File: src/rtl/module_upsample_2x2_if.sv
// Stream bundle for the 2x2 upsampler.
//   in_valid/in_ready/din           : input pixel stream (raster order)
//   out_valid/out_ready/dout/out_last : output pixel stream, out_last marks frame end
// The slave modport is the upsampler's view. The master modport is the
// view of whatever sources pixels and sinks the expanded stream.
interface module_upsample_2x2_if #(
   parameter int WIDTH = 8
);
   logic             in_valid;
   logic             in_ready;
   logic [WIDTH-1:0] din;
   logic             out_valid;
   logic             out_ready;
   logic [WIDTH-1:0] dout;
   logic             out_last;

   modport slave (
      input  in_valid, din, out_ready,
      output in_ready, out_valid, dout, out_last
   );

   modport master (
      output in_valid, din, out_ready,
      input  in_ready, out_valid, dout, out_last
   );
endinterface

File: src/rtl/module_upsample_2x2.sv
// 2x2 nearest-neighbour upsampler (un-pooling).
// The block collects one input row into a row buffer (LOAD). It then emits
// that row twice (EMIT_A, EMIT_B), and every pixel is repeated on two
// consecutive output beats. Input and output phases never overlap.
// Ports:
//   clk  : rising-edge clock
//   rst  : asynchronous active-high reset
//   bus  : stream bundle (slave modport), valid/ready on both sides
module module_upsample_2x2 #(
   parameter int WIDTH   = 8,
   parameter int COL_NUM = 64,
   parameter int ROW_NUM = 64
) (
   input  logic                   clk,
   input  logic                   rst,
   module_upsample_2x2_if.slave   bus
);
   localparam int CW  = (COL_NUM > 1) ? $clog2(COL_NUM) : 1;
   localparam int RDW = CW + 1;
   localparam int RW  = (ROW_NUM > 1) ? $clog2(ROW_NUM) : 1;

   localparam logic [CW-1:0]  COL_LAST = CW'(COL_NUM - 1);
   localparam logic [RDW-1:0] RD_LAST  = RDW'(2 * COL_NUM - 1);
   localparam logic [RW-1:0]  ROW_LAST = RW'(ROW_NUM - 1);

   typedef enum logic [1:0] {LOAD, EMIT_A, EMIT_B} state_t;

   state_t           state_q, state_d;
   logic [CW-1:0]    wr_col_q, wr_col_d;
   logic [RDW-1:0]   rd_idx_q, rd_idx_d;
   logic [RW-1:0]    row_cnt_q, row_cnt_d;
   logic [WIDTH-1:0] buf_q [COL_NUM];

   logic in_ready_o, out_valid_o;

   always_ff @(posedge clk or posedge rst) begin
      if (rst) begin
         state_q   <= LOAD;
         wr_col_q  <= '0;
         rd_idx_q  <= '0;
         row_cnt_q <= '0;
      end else begin
         state_q   <= state_d;
         wr_col_q  <= wr_col_d;
         rd_idx_q  <= rd_idx_d;
         row_cnt_q <= row_cnt_d;
      end
   end

   // The row buffer has no reset. A stale row can never be emitted, because
   // emission only starts after a full row has been written again.
   always_ff @(posedge clk) begin
      if (state_q == LOAD && bus.in_valid)
         buf_q[wr_col_q] <= bus.din;
   end

   always_comb begin
      state_d     = state_q;
      wr_col_d    = wr_col_q;
      rd_idx_d    = rd_idx_q;
      row_cnt_d   = row_cnt_q;
      in_ready_o  = 1'b0;
      out_valid_o = 1'b0;
      case (state_q)
         LOAD: begin
            in_ready_o = 1'b1;
            if (bus.in_valid) begin
               if (wr_col_q == COL_LAST) begin
                  wr_col_d = '0;
                  state_d  = EMIT_A;
               end else begin
                  wr_col_d = wr_col_q + 1'b1;
               end
            end
         end
         EMIT_A, EMIT_B: begin
            out_valid_o = 1'b1;
            if (bus.out_ready) begin
               if (rd_idx_q == RD_LAST) begin
                  rd_idx_d = '0;
                  if (state_q == EMIT_A) begin
                     state_d = EMIT_B;
                  end else begin
                     state_d   = LOAD;
                     row_cnt_d = (row_cnt_q == ROW_LAST) ? '0 : row_cnt_q + 1'b1;
                  end
               end else begin
                  rd_idx_d = rd_idx_q + 1'b1;
               end
            end
         end
         default: state_d = LOAD;
      endcase
   end

   assign bus.in_ready  = in_ready_o;
   assign bus.out_valid = out_valid_o;
   // Dropping the low bit of rd_idx repeats each pixel on two beats. The value
   // holds during a stall because rd_idx and the buffer are frozen while emitting.
   assign bus.dout      = buf_q[rd_idx_q[RDW-1:1]];
   assign bus.out_last  = (state_q == EMIT_B) && (rd_idx_q == RD_LAST) &&
                          (row_cnt_q == ROW_LAST);
endmodule

File: src/flat_wrapper.sv
// flat-port wrapper written by rule: the top's interface ports become plain ports
module module_upsample_2x2_flat 
#(
   parameter int WIDTH   = 8,
   parameter int COL_NUM = 64,
   parameter int ROW_NUM = 64
)
  (clk, rst, bus_in_valid, bus_din, bus_out_ready, bus_in_ready, bus_out_valid, bus_dout, bus_out_last);
  module_upsample_2x2_if #(.WIDTH(WIDTH)) bus_i ();
  input  logic clk;
  input  logic rst;
  input wire logic [$bits(bus_i.in_valid)-1:0] bus_in_valid;
  input wire logic [$bits(bus_i.din)-1:0] bus_din;
  input wire logic [$bits(bus_i.out_ready)-1:0] bus_out_ready;
  output wire logic [$bits(bus_i.in_ready)-1:0] bus_in_ready;
  output wire logic [$bits(bus_i.out_valid)-1:0] bus_out_valid;
  output wire logic [$bits(bus_i.dout)-1:0] bus_dout;
  output wire logic [$bits(bus_i.out_last)-1:0] bus_out_last;
  assign bus_i.in_valid = bus_in_valid;
  assign bus_i.din = bus_din;
  assign bus_i.out_ready = bus_out_ready;
  assign bus_in_ready = bus_i.in_ready;
  assign bus_out_valid = bus_i.out_valid;
  assign bus_dout = bus_i.dout;
  assign bus_out_last = bus_i.out_last;
  module_upsample_2x2 #(.WIDTH(WIDTH), .COL_NUM(COL_NUM), .ROW_NUM(ROW_NUM)) u_core (.clk(clk), .rst(rst), .bus(bus_i));
endmodule
File: config.mk
export PLATFORM = sky130hd
export DESIGN_NAME = module_upsample_2x2_flat
export DESIGN_NICKNAME = d
export VERILOG_FILES = /design/src/rtl/module_upsample_2x2_if.sv /design/src/rtl/module_upsample_2x2.sv /design/src/flat_wrapper.sv
export SDC_FILE = /design/constraint.sdc
export NUM_CORES = 1
export LEC_CHECK = 0
export ABC_CLOCK_PERIOD_IN_PS = 3800
export BUFFER_PORTS_ARGS = -buffer_cell sky130_fd_sc_hd__buf_4
export CELL_PAD_IN_SITES_DETAIL_PLACEMENT = 1
export CELL_PAD_IN_SITES_GLOBAL_PLACEMENT = 2
export CORE_MARGIN = 4
export CORE_UTILIZATION = 34
export DETAILED_ROUTE_END_ITERATION = 10
export MAX_ROUTING_LAYER = met4
export PLACE_DENSITY = 0.61
export SLEW_MARGIN = 20
export SYNTH_ARGS = -nofsm -noshare
export SYNTH_HDL_FRONTEND = slang
export SYNTH_SLANG_ARGS = --single-unit
File: constraint.sdc
create_clock -name clk -period 3.8 [get_ports clk]
set_input_delay 0.38 -clock clk [delete_from_list [all_inputs] [get_ports clk]]
set_output_delay 0.38 -clock clk [all_outputs]
set_load 0.005 [all_outputs]
==> results.py <==
metrics = {
    "clock_tree": {
        "cts_buffer_depth": 3,
        "clkLatencyLatePin_ns": 0.61,
        "path_clk_slew_ns": 0.06,
        "numCtsBuffers": 58,
        "cts-root-buf": "clkbuf_16",
        "clock_sinks": 533,
        "cts_tree": "yes",
        "htreeDepth": 2,
    },
    "grt": {
        "grt_max_degree": 65,
        "grt_overflow_total": 0,
        "first_global_vias": 11643,
        "grtUsageTotal_pct": 17.8,
        "grt_pass1_wl_um": 84000,
        "antenna_found_initial": 1,
    },
    "detailed_routing": {
        "drt_pre_antenna_iters": 5,
        "drt-total-wl_um": 57600,
        "viasPerCell": 5.21,
        "drc": 0,
        "routedWlPerCell_um": 27.3,
        "antenna_left": 0,
        "drtIter0Drc": 847,
        "vias": 10995,
    },
    "hold_path": {
        "hp-class": "in2async",
    },
    "logic_synthesis": {
        "ys_ff_latch": 533,
        "ys_seq_area_share_pct": 75.1,
        "synth_top_cell_by_area": "edfxtp_1",
        "ys_warn_count": 0,
        "syn-mean-instance-area_um2": 18.9,
        "async_reset_ff_share_pct": 3.94,
        "ys_top_cells_by_area": "edfxtp_1 (73%), mux4_2 (6.9%), mux2i_1 (6.1%)",
        "syn_nets": 1140,
        "synthFlopType": "edfxtp_1",
        "synth_edf_count": 512,
        "synth_cell_type_count": 47,
        "netlist_area_mm2": 0.0212,
        "synth_top_area_share_pct": 72.6,
        "postSynthCellCount": 1120,
    },
    "worst_setup_path": {
        "cpLargestDelayFamily": "compound AO/OA/AOI/OAI gates",
        "crit_fanout": 34,
        "arrival_ns": 3.30,
        "worst-setup-path-type": "reg2out",
        "cpMostUsedCell": "buf_4",
        "critical_path_buf_inv_count": 3,
        "cpMaxStageDelayCell": "a221oi_1",
        "crit_path_max_incr_delay_ns": 0.49,
        "crit_required_ns": 3.42,
        "worstPathCellList": "buf_6 -> nor2b_2 -> buf_4 -> a221oi_1 -> o21ai_1 -> a22oi_1 -> a21o_1 -> buf_4",
        "cp-end-kind": "output port",
        "cp-start-kind": "flip-flop",
    },
    "cells_and_area": {
        "layout.cells.most_common": "edfxtp_1",
        "nFillCells": 6052,
        "seqCellArea_mm2": 0.0159,
        "layout-drive-gt1-share_pct": 22.0,
        "syn_to_final_growth_pct": 16.0,
        "final_cells": 2112,
        "layout_common_cells": "edfxtp_1 (512), mux2i_1 (128), buf_4 (101), nor2_1 (74), mux4_2 (65)",
        "multiInputGateArea_mm2": 0.00482,
        "nets": 1245,
    },
    "place": {
        "dp_hpwl_um": 35600,
        "place_ws_ns": 0.408,
        "placed_cells": 1996,
        "io_buffers": 22,
        "gp_congestion": 0.814,
    },
    "floorplan": {
        "die_x_um": 257,
        "die_h_um": 257,
        "core_area_mm2": 0.0617,
        "row_count": 91,
        "initial_utilization_pct": 34.3,
        "dieArea_mm2": 0.0663,
        "ioPinCount": 23,
    },
    "timing": {
        "max_slew_margin_pct": 31.8,
        "holdWs_ns": 0.0264,
        "rsz0062_at_grt": "false",
        "worstMarginPinSlew_ns": 1.02,
        "drv_slew": 0,
        "tns_ns": 0,
        "finalCritPeriodShare_pct": 96.9,
        "fin_ws_ns": 0.116,
        "setup_viol": 0,
        "finalHoldViolCount": 0,
        "max_freq_ghz": 0.271,
        "finalClockSkew_ns": 0.00927,
        "fin_crit_ns": 3.68,
    },
    "power": {
        "p_leak_nw": 7.96,
        "peakVddDrop_uv": 364,
        "pwr_density_cell_mw_per_mm2": 656,
    },
    "outcome": {
        "status": "completed",
    },
    "job": {
        "timing.max_cap.violations": 0,
    },
}
synthesized netlist by cell type (2+ instances only):
cell and instances:
a221oi_2 8, buf_8 2, a22oi_1 8, nor2b_1 5, a221oi_1 29, edfxtp_1 512
buf_12 7, mux2i_1 128, clkbuf_1 23, o31ai_1 2, nand3_1 9, mux2_1 2
and2_1 4, nand3b_1 4, xor2_1 4, nor2_1 74, mux4_2 65, buf_4 6
buf_1 4, a21o_1 10, buf_2 18, o221ai_1 32, ha_1 8, dfrtp_1 21
nor3_1 4, inv_1 5, buf_6 5, or3_1 3, nand2_1 27, o21ai_1 27
xnor2_1 5, and3_1 4, o21ai_0 7, a21oi_1 35
worst reg2reg max path, delay by kind of cell (launching register included):
family / cells / cell delay [ns]
simple gates: 3 / 1.62
buf+inv: 1 / 0.15
fa+ha+maj: 1 / 0.30
flops: 1 / 0.40
sequential cells by signal (all words and copies together), names as in the netlist:
name / count
u_core.buf_q: 512
u_core.state_q: 2
u_core.row_cnt_q: 6
u_core.rd_idx_q: 7
u_core.wr_col_q: 6
logic make-up (layout without fill, tap and decap cells):
group	count (synthesis)	after routing	synth area share [%]
AO/OA/AOI/OAI	163	163	5.63
XOR/XNOR	9	9	0.372
adder cells (fa/ha/maj)	8	8	0.473
buffers and inverters	71	225	2.29
flip-flops	533	533	75.1
multiplexers	196	196	13.1
other	0	1	0
AND/OR/NAND/NOR	140	140	2.96
worst paths after layout:
check                                    start                  end  slack, ns  cells after the start
min in group clk                 bus_out_ready   u_core.rd_idx_q[1]       0.12                      3
max in group asynchronous                  rst   u_core.rd_idx_q[1]       3.03                      2
max reg2reg                  u_core.state_q[0]  u_core.buf_q[54][7]       0.94                      5
max                         u_core.rd_idx_q[3]          bus_dout[7]       0.12                      8
min reg2reg                u_core.row_cnt_q[2]  u_core.row_cnt_q[2]       0.49                      1
min                                        rst   u_core.wr_col_q[4]       0.03                      2
where the power goes:
group	switching (mW)	total (mW)	internal [mW]	leakage, nW
Combinational	2.33	3.94	1.60	2.19
Clock	2.27	5.40	3.13	0.891
Sequential	0.172	6.77	6.60	4.87
Total	4.77	16.1	11.3	7.96
repair_timing:
item / 4_1_cts / 5_1_grt
setup endpoints to repair: 8 / 6
buffers inserted: 4 / 0
resized for setup: 8 / 4
hold endpoints to repair: 1 / 0
hold buffers: 1 / 0
gates cloned: 1 / 0
per-layer routing:
metal  GRT usage [%]  share of wire (%)
met1            24.8                 45
met2            27.3                 47
met3            4.29                6.5
met4            3.39                1.7
met5               -                  0
cell type report:
cell class                      count  area share [%]
Antenna cell                        1          0.0102
Clock buffer                       77            6.33
Clock inverter                     32            1.10
Inverter                            6          0.0918
Multi-Input combinational cell    516            19.7
Sequential cell                   533            64.8
Tap cell                          837            4.27
Timing Repair Buffer              110            3.76
stage by stage:
step | instance area [um2] | util, % | power [mW]
5_1_grt | 24500 | 39.8 | 16.8
6_report | 24500 | 39.8 | 16.1
3_3_place_gp | 22600 | 36.6 | 10.8
4_1_cts | 24500 | 39.7 | 16.3
3_5_place_dp | 22600 | 36.6 | 10.8
2_1_floorplan | 21200 | - | 9.39
Note: power is estimated with default switching activity, not from simulation.
